===== config.mk =====
export PLATFORM = sky130hd
export DESIGN_NAME = sys_cmd_master_flat
export DESIGN_NICKNAME = d
export VERILOG_FILES = /design/src/rtl/sys_cmd_master_if.sv /design/src/rtl/sys_cmd_master.sv /design/src/flat_wrapper.sv
export SDC_FILE = /design/constraint.sdc
export NUM_CORES = 1
export LEC_CHECK = 0
export BUFFER_PORTS_ARGS = -buffer_cell sky130_fd_sc_hd__buf_2
export CAP_MARGIN = 20
export CORE_MARGIN = 4
export CORE_UTILIZATION = 55
export CTS_CLUSTER_SIZE = 24
export DETAILED_ROUTE_END_ITERATION = 7
export PLACE_DENSITY = 0.89
export SYNTH_ARGS = -nofsm -noshare
export SYNTH_HDL_FRONTEND = slang
export SYNTH_SLANG_ARGS = --single-unit

===== constraint.sdc =====
create_clock -name CLK -period 2.5 [get_ports CLK]
set_input_delay 0.5 -clock CLK [delete_from_list [all_inputs] [get_ports CLK]]
set_output_delay 0.5 -clock CLK [all_outputs]
set_load 0.01 [all_outputs]

===== src/rtl/sys_cmd_master_if.sv =====
// Host command, UART byte-TX and UART byte-RX signals of the command initiator.
// master = the initiator itself, slave = the host/UART side driving its inputs.
interface sys_cmd_master_if #(
  parameter int Data_width    = 8,
  parameter int Address_width = 4
);
  logic                     cmd_valid;
  logic                     cmd_ready;
  logic [1:0]               cmd_type;
  logic [Address_width-1:0] cmd_addr;
  logic [Data_width-1:0]    cmd_data;
  logic [Data_width-1:0]    cmd_opA;
  logic [Data_width-1:0]    cmd_opB;
  logic [3:0]               cmd_fun;
  logic [Data_width-1:0]    tx_data;
  logic                     tx_valid;
  logic                     tx_ready;
  logic [Data_width-1:0]    rx_p_data;
  logic                     rx_d_valid;
  logic                     done;
  logic [Data_width-1:0]    rsp_data;
  logic                     timeout;

  modport master (
    input  cmd_valid, cmd_type, cmd_addr, cmd_data, cmd_opA, cmd_opB, cmd_fun,
    input  tx_ready, rx_p_data, rx_d_valid,
    output cmd_ready, tx_data, tx_valid, done, rsp_data, timeout
  );

  modport slave (
    output cmd_valid, cmd_type, cmd_addr, cmd_data, cmd_opA, cmd_opB, cmd_fun,
    output tx_ready, rx_p_data, rx_d_valid,
    input  cmd_ready, tx_data, tx_valid, done, rsp_data, timeout
  );
endinterface


===== src/rtl/sys_cmd_master.sv =====
// Serializes one host command into an AA/BB/CC/DD byte frame and waits for the reply byte.
// Back-to-back frame bytes while tx_ready=1; tx_data held while stalled; reply-to-done 1 cycle.
module sys_cmd_master #(
  parameter int Data_width    = 8,
  parameter int Address_width = 4,
  parameter int TIMEOUT       = 4096
) (
  input logic              CLK,
  input logic              RST,
  sys_cmd_master_if.master bus
);
  localparam int                CNT_W    = $clog2(TIMEOUT);
  localparam logic [CNT_W-1:0]  CNT_LAST = CNT_W'(TIMEOUT - 1);

  typedef enum logic [1:0] {S_IDLE, S_SEND, S_WAIT} state_t;

  state_t                       state_q;
  logic [3:0][Data_width-1:0]   frame_q, frame_d;
  logic [2:0]                   len_q, len_d;
  logic [1:0]                   idx_q;
  logic                         rsp_exp_q;
  logic [CNT_W-1:0]             cnt_q;
  logic [Data_width-1:0]        tx_data_q;
  logic                         tx_valid_q;
  logic                         done_q;
  logic [Data_width-1:0]        rsp_data_q;
  logic                         timeout_q;
  logic                         last_byte;

  always_comb begin
    frame_d = '0;
    len_d   = 3'd0;
    case (bus.cmd_type)
      2'd0: begin
        frame_d[0] = Data_width'(8'hAA);
        frame_d[1] = Data_width'(bus.cmd_addr);
        frame_d[2] = bus.cmd_data;
        len_d      = 3'd3;
      end
      2'd1: begin
        frame_d[0] = Data_width'(8'hBB);
        frame_d[1] = Data_width'(bus.cmd_addr);
        len_d      = 3'd2;
      end
      2'd2: begin
        frame_d[0] = Data_width'(8'hCC);
        frame_d[1] = bus.cmd_opA;
        frame_d[2] = bus.cmd_opB;
        frame_d[3] = Data_width'(bus.cmd_fun);
        len_d      = 3'd4;
      end
      default: begin
        frame_d[0] = Data_width'(8'hDD);
        frame_d[1] = Data_width'(bus.cmd_fun);
        len_d      = 3'd2;
      end
    endcase
  end

  assign last_byte = (({1'b0, idx_q} + 3'd1) == len_q);

  always_ff @(posedge CLK or negedge RST) begin
    if (!RST) begin
      state_q    <= S_IDLE;
      frame_q    <= '0;
      len_q      <= 3'd0;
      idx_q      <= 2'd0;
      rsp_exp_q  <= 1'b0;
      cnt_q      <= '0;
      tx_data_q  <= '0;
      tx_valid_q <= 1'b0;
      done_q     <= 1'b0;
      rsp_data_q <= '0;
      timeout_q  <= 1'b0;
    end else begin
      done_q <= 1'b0;
      case (state_q)
        S_IDLE: begin
          if (bus.cmd_valid) begin
            frame_q    <= frame_d;
            len_q      <= len_d;
            idx_q      <= 2'd0;
            rsp_exp_q  <= (bus.cmd_type != 2'd0);
            tx_data_q  <= frame_d[0];
            tx_valid_q <= 1'b1;
            state_q    <= S_SEND;
          end
        end
        S_SEND: begin
          if (bus.tx_ready) begin
            if (last_byte) begin
              tx_valid_q <= 1'b0;
              if (rsp_exp_q) begin
                cnt_q   <= '0;
                state_q <= S_WAIT;
              end else begin
                done_q    <= 1'b1;
                timeout_q <= 1'b0;
                state_q   <= S_IDLE;
              end
            end else begin
              idx_q     <= idx_q + 2'd1;
              tx_data_q <= frame_q[idx_q + 2'd1];
            end
          end
        end
        S_WAIT: begin
          // A reply landing on the terminal count still counts as a reply.
          if (bus.rx_d_valid) begin
            done_q     <= 1'b1;
            rsp_data_q <= bus.rx_p_data;
            timeout_q  <= 1'b0;
            state_q    <= S_IDLE;
          end else if (cnt_q == CNT_LAST) begin
            done_q     <= 1'b1;
            rsp_data_q <= '0;
            timeout_q  <= 1'b1;
            state_q    <= S_IDLE;
          end else begin
            cnt_q <= cnt_q + 1'b1;
          end
        end
        default: state_q <= S_IDLE;
      endcase
    end
  end

  assign bus.cmd_ready = (state_q == S_IDLE);
  assign bus.tx_data   = tx_data_q;
  assign bus.tx_valid  = tx_valid_q;
  assign bus.done      = done_q;
  assign bus.rsp_data  = rsp_data_q;
  assign bus.timeout   = timeout_q;
endmodule

===== src/flat_wrapper.sv =====
// flat-port wrapper written by rule: the top's interface ports become plain ports
module sys_cmd_master_flat 
#(
  parameter int Data_width    = 8,
  parameter int Address_width = 4,
  parameter int TIMEOUT       = 4096
)
  (CLK, RST, bus_cmd_valid, bus_cmd_type, bus_cmd_addr, bus_cmd_data, bus_cmd_opA, bus_cmd_opB, bus_cmd_fun, bus_tx_ready, bus_rx_p_data, bus_rx_d_valid, bus_cmd_ready, bus_tx_data, bus_tx_valid, bus_done, bus_rsp_data, bus_timeout);
  sys_cmd_master_if #(.Data_width(Data_width), .Address_width(Address_width)) bus_i ();
  input logic CLK;
  input logic RST;
  input wire logic [$bits(bus_i.cmd_valid)-1:0] bus_cmd_valid;
  input wire logic [$bits(bus_i.cmd_type)-1:0] bus_cmd_type;
  input wire logic [$bits(bus_i.cmd_addr)-1:0] bus_cmd_addr;
  input wire logic [$bits(bus_i.cmd_data)-1:0] bus_cmd_data;
  input wire logic [$bits(bus_i.cmd_opA)-1:0] bus_cmd_opA;
  input wire logic [$bits(bus_i.cmd_opB)-1:0] bus_cmd_opB;
  input wire logic [$bits(bus_i.cmd_fun)-1:0] bus_cmd_fun;
  input wire logic [$bits(bus_i.tx_ready)-1:0] bus_tx_ready;
  input wire logic [$bits(bus_i.rx_p_data)-1:0] bus_rx_p_data;
  input wire logic [$bits(bus_i.rx_d_valid)-1:0] bus_rx_d_valid;
  output wire logic [$bits(bus_i.cmd_ready)-1:0] bus_cmd_ready;
  output wire logic [$bits(bus_i.tx_data)-1:0] bus_tx_data;
  output wire logic [$bits(bus_i.tx_valid)-1:0] bus_tx_valid;
  output wire logic [$bits(bus_i.done)-1:0] bus_done;
  output wire logic [$bits(bus_i.rsp_data)-1:0] bus_rsp_data;
  output wire logic [$bits(bus_i.timeout)-1:0] bus_timeout;
  assign bus_i.cmd_valid = bus_cmd_valid;
  assign bus_i.cmd_type = bus_cmd_type;
  assign bus_i.cmd_addr = bus_cmd_addr;
  assign bus_i.cmd_data = bus_cmd_data;
  assign bus_i.cmd_opA = bus_cmd_opA;
  assign bus_i.cmd_opB = bus_cmd_opB;
  assign bus_i.cmd_fun = bus_cmd_fun;
  assign bus_i.tx_ready = bus_tx_ready;
  assign bus_i.rx_p_data = bus_rx_p_data;
  assign bus_i.rx_d_valid = bus_rx_d_valid;
  assign bus_cmd_ready = bus_i.cmd_ready;
  assign bus_tx_data = bus_i.tx_data;
  assign bus_tx_valid = bus_i.tx_valid;
  assign bus_done = bus_i.done;
  assign bus_rsp_data = bus_i.rsp_data;
  assign bus_timeout = bus_i.timeout;
  sys_cmd_master #(.Data_width(Data_width), .Address_width(Address_width), .TIMEOUT(TIMEOUT)) u_core (.CLK(CLK), .RST(RST), .bus(bus_i));
endmodule

Yosys cells after proc, flatten, opt, wreduce, memory -nomap -nowiden

Cells that the tools add are included.

Input port bits: 47
Output and inout bits: 20
Word-level logic and storage cells: 91
Flip-flop bits (word level): 71

Muxes and demuxes: 45
Order comparisons: 1
$add $sub $neg: 3
Equality and inequality tests: 15
Reduce and logical (&&, ||, !) cells: 13

Operators with widths:

| operator              | number |
|---|---|
| $mux 12               | 5 |
| $mux 8                | 6 |
| $pmux 16 s3           | 1 |
| $pmux 8 s2            | 2 |
| $pmux 12 s2           | 1 |
| $mux 2                | 9 |
| $bmux 8 s2            | 1 |
| $mux 1                | 13 |
| $add 12x1->12 const B | 1 |
| $eq 12x12->1 const B  | 1 |
| $ne 2x2->1 const B    | 6 |
| $reduce_and 4->1      | 3 |
| $reduce_bool 2->1     | 4 |
| $pmux 1 s2            | 3 |
| $pmux 2 s3            | 1 |
| $pmux 3 s2            | 1 |
| $reduce_and 6->1      | 1 |
| $reduce_and 5->1      | 1 |
| $eq 2x1->1 const B    | 2 |
| $eq 2x2->1 const B    | 2 |
| $logic_not 2->1       | 2 |
| $mux 4                | 1 |
| $ne 2x1->1 const B    | 2 |
| $pmux 2 s2            | 1 |
| other kinds (6)       | 7 |

Logic depth before layout (Yosys ltp)

Word-level depth: 6
Mapped depth: 8
Gate-level depth less buffers: 6

Worst setup path after synthesis

OpenSTA, ideal clock, no wires.

Path type: register -> register
Start point: reg u_core.idx_q[0]
End point: reg u_core.cnt_q[5]
Clock period less this slack: 2.258 ns
Setup time: 0.121 ns
Arrival time: 2.137 ns
Path buffers: 1
Slack: 0.242 ns
Required time: 2.379 ns
Cell stages (with the launch flop): 7
Cell sequence: dfrtp_1 > ha_1 > xor2_2 > or4_1 > buf_2 > a22o_1 > a22o_1

Word-level cells in the longest chain between the ends: 4

Ends and longest elaborated chain:

| element                           | RTL line              | source |
|---|---|---|
| start: declaration                | sys_cmd_master.sv:20  | `logic [1:0] idx_q;` |
| start signal: assignment          | sys_cmd_master.sv:102 | `idx_q <= idx_q + 2'd1;` |
| $add 2x1->3                       | sys_cmd_master.sv:60  | `assign last_byte = (({1'b0, idx_q} + 3'd1) == len_q);` |
| $eq 3x3->1                        | sys_cmd_master.sv:60  |  |
| $ne 2x1->1 (no source line)       | -                     |  |
| $reduce_and 6->1 (no source line) | -                     |  |
| end signal: assignment            | sys_cmd_master.sv:120 | `cnt_q <= cnt_q + 1'b1;` |
| end: declaration                  | sys_cmd_master.sv:22  | `logic [CNT_W-1:0] cnt_q;` |

Every way passes these cells.
A chain may end at the register's enable or synchronous reset.

Worst setup path after layout

Ends and elaborated chain as after synthesis.

==> flow_metrics.py <==
metrics = {
    "timing": {
        "hold_viol": 0,
        "period_minus_slack_ns": 2.32,
        "maxSlewHeadroom_pct": 47.2,
        "setup_tns_ns": 0,
        "skew_ns": 0.0115,
        "max_freq_mhz": 430,
        "setup_violations": 0,
        "rsz0062_at_grt": "no",
        "min_period_over_period_pct": 92.9,
        "tightest_slew_ns": 0.791,
        "slew_viol_final": 0,
    },
    "drt": {
        "vias": 2836,
        "dr.pass1.iters": 4,
        "wl_mm": 8.10,
        "wl_per_cell_um": 17.7,
        "drtIter0Drc": 201,
        "vias_per_cell": 6.21,
        "ant_nets": 0,
        "drcViolationCount": 0,
    },
    "grt": {
        "grt_pass1_wl_mm": 13.8,
        "grt-ovfl-total": 0,
        "grt_usage_pct": 23.5,
        "grt_pass1_vias": 2971,
        "antenna_found_initial": 0,
        "grt_max_degree": 64,
    },
    "critical_path": {
        "worstPathArrival_ns": 2.56,
        "endpoint_kind": "flip-flop",
        "critPathLaunchType": "flip-flop",
        "rrSetupSlack_ns": 0.18,
        "required_ns": 2.73,
        "critPathMaxFanout": 10,
        "critPathKind": "flip-flop to flip-flop",
    },
    "placed_design": {
        "routabilityCongestion": 0.854,
        "numPortBuffers": 66,
        "placed_area_mm2": 0.00372,
        "dp_hpwl_mm": 5.67,
    },
    "status": {
        "status": "complete, no violations",
    },
    "layout": {
        "final_net_count": 432,
        "nFillCells": 411,
        "diodes": 0,
        "drive_above_1_share_pct": 28.1,
        "fin_area_mm2": 0.00393,
        "final_cell_mix": "buf_2 (66), dfrtp_1 (63), nand2_1 (32)",
        "area_growth_pct": 19.3,
        "final_common_cell": "buf_2",
    },
    "job": {
        "maxCapViolCount": 0,
    },
    "floorplanning": {
        "die_w_um": 85.4,
        "dieArea_mm2": 0.00729,
        "start_util_pct": 58.4,
        "rows": 27,
        "ioPinCount": 67,
        "coreArea_mm2": 0.00564,
        "die_y_um": 85.4,
    },
    "clocking": {
        "clk_latency_ns": 0.34,
        "cts.htree.levels": 3,
        "numClockSinks": 63,
        "clkTransAtPathRegs_ns": 0.07,
        "cts_root_buffer": "clkbuf_8",
        "cts-hold-fix-buffers": 0,
        "numCtsBuffers": 9,
        "post_cts_resized": 0,
        "post_cts_buffers": 0,
        "cts_buffer_depth": 2,
        "cts_tree": "done",
    },
    "power_and_ir_drop": {
        "p_leak_nw": 1.83,
        "p_comb_share_pct": 43.3,
        "swShare_pct": 37.7,
        "pwr-share-seq_pct": 36.4,
        "ir_drop_v": 0.000720,
        "pwr-share-clk_pct": 20.2,
        "p_total_w": 0.00464,
        "p_per_area_mw_per_mm2": 1180,
        "p_switching_w": 0.00175,
        "p_int_w": 0.00289,
    },
    "synthesis": {
        "synth_top_family_by_area": "compound AO/OA/AOI/OAI gates",
        "yosys.cell_types.count": 53,
        "synth_compound_area_share_pct": 21.4,
        "synth_flop_cell": "dfrtp_1",
        "synth_nets": 363,
        "synth-simple-area-share_pct": 13.2,
        "synth.avg_cell_area_um2": 10.6,
        "synth_seq_area_share_pct": 47.9,
        "netlist_area_mm2": 0.00329,
        "yosys_warnings": 0,
        "synth_xor_area_share_pct": 1.03,
        "synthCells": 311,
        "synth-edff-count": 0,
        "synthAdderAreaFrac_pct": 1.90,
        "synth-async-reset-ratio_pct": 100,
        "synth_seq_cells": 63,
        "synthMuxAreaShare_pct": 11.2,
    },
    "min_path": {
        "hold_class": "input port to asynchronous set/reset pin",
    },
}
[power by group through the flow]
stage | combinational, W | sequential [W] | clock, W
after CTS | 0.00202 | 0.00168 | 0.000950
after floorplan | 0.00138 | 0.00168 | 0
after global placement | 0.00190 | 0.00167 | 0
final | 0.00201 | 0.00169 | 0.000939
after detailed placement | 0.00200 | 0.00169 | 0
after global routing | 0.00222 | 0.00173 | 0.000993
[registers in the layout, summed over array words and instances, names as in the netlist, 2 cells and up]
signal               count
u_core.frame_q          24
u_core.cnt_q            12
u_core.bus.rsp_data      8
u_core.bus.tx_data       8
u_core.len_q             3
u_core.idx_q             2
u_core.state_q           2
[final cells by class]
cell class / instances / area (um^2) / share of cell area [%]
Multi-Input combinational cell: 219 / 1610 / 40.9
Tap cell: 72 / 90.1 / 2.29
Timing Repair Buffer: 77 / 413 / 10.5
Sequential cell: 63 / 1580 / 40.1
Clock inverter: 4 / 70.1 / 1.78
Inverter: 10 / 37.5 / 0.955
Clock buffer: 12 / 135 / 3.44
[routing by layer]
metal / vias up / track usage (%) / wire length [um]
met3: 19 / 4.37 / 380
met2: 96 / 39.8 / 4250
met4: 0 / 11.9 / 150
met1: 1400 / 28.7 / 3320
li1: 1321 / - / -
met5: - / 0 / 0
[critical path: stages, from the launching register on]
cell     delay (ns)
dfrtp_1        0.39
ha_1           0.34
xor2_2         0.22
or4_1          0.75
a22o_1         0.28
a22o_1         0.22
[final timing paths]
kind                       depth (start not counted)                endpoint          startpoint
max reg2reg                                        5         u_core.cnt_q[5]     u_core.idx_q[0]
max                                                5         u_core.cnt_q[5]     u_core.idx_q[0]
min reg2reg                                        2      u_core.frame_q[21]  u_core.frame_q[21]
max in group asynchronous                          2  u_core.bus.rsp_data[4]                 RST
min in group CLK                                   2  u_core.bus.rsp_data[5]    bus_rx_p_data[5]
min                                                2      u_core.frame_q[11]                 RST
[cell usage after synthesis (all sizes together) (3+ instances only)]
cell	number	area, um^2
o21ai	27	135
o31ai	3	22.5
nand2	32	120
nand3	12	60.1
clkbuf	13	48.8
inv	10	37.5
a21oi	4	20.0
nand4	7	43.8
mux4	4	90.1
nor2	9	33.8
a22o	18	158
a21o	3	22.5
mux2	8	90.1
ha	5	62.6
dfrtp	63	1580
nand2b	5	31.3
o22a	3	26.3
buf	6	23.8
a31oi	6	37.5
mux2i	19	190
and2	5	31.3
o211ai	6	45.0
o41ai	4	50.1
[stage by stage]
stage | worst slack, ns | std cells | hold slack, ns | util, %
global route | 0.0983 | 457 | 0.367 | 69.7
global placement | 0.262 | 441 | 0.464 | 66.0
floorplan | 0.242 | 311 | 0.204 | -
detailed placement | 0.185 | 441 | 0.473 | 66.0
CTS | 0.183 | 457 | 0.351 | 69.7
finish | 0.176 | 457 | 0.324 | 69.7
[cell families (layout without fill, tap and decap cells)]
kind of cell    Yosys count  in the layout
simple gates             86             86
fa+ha+maj                 5              5
mux                      31             31
compound gates           94             94
flops                    63             63
xor+xnor                  3              3
buf+inv                  29            103
No activity file was read; power rests on OpenSTA's default activity.
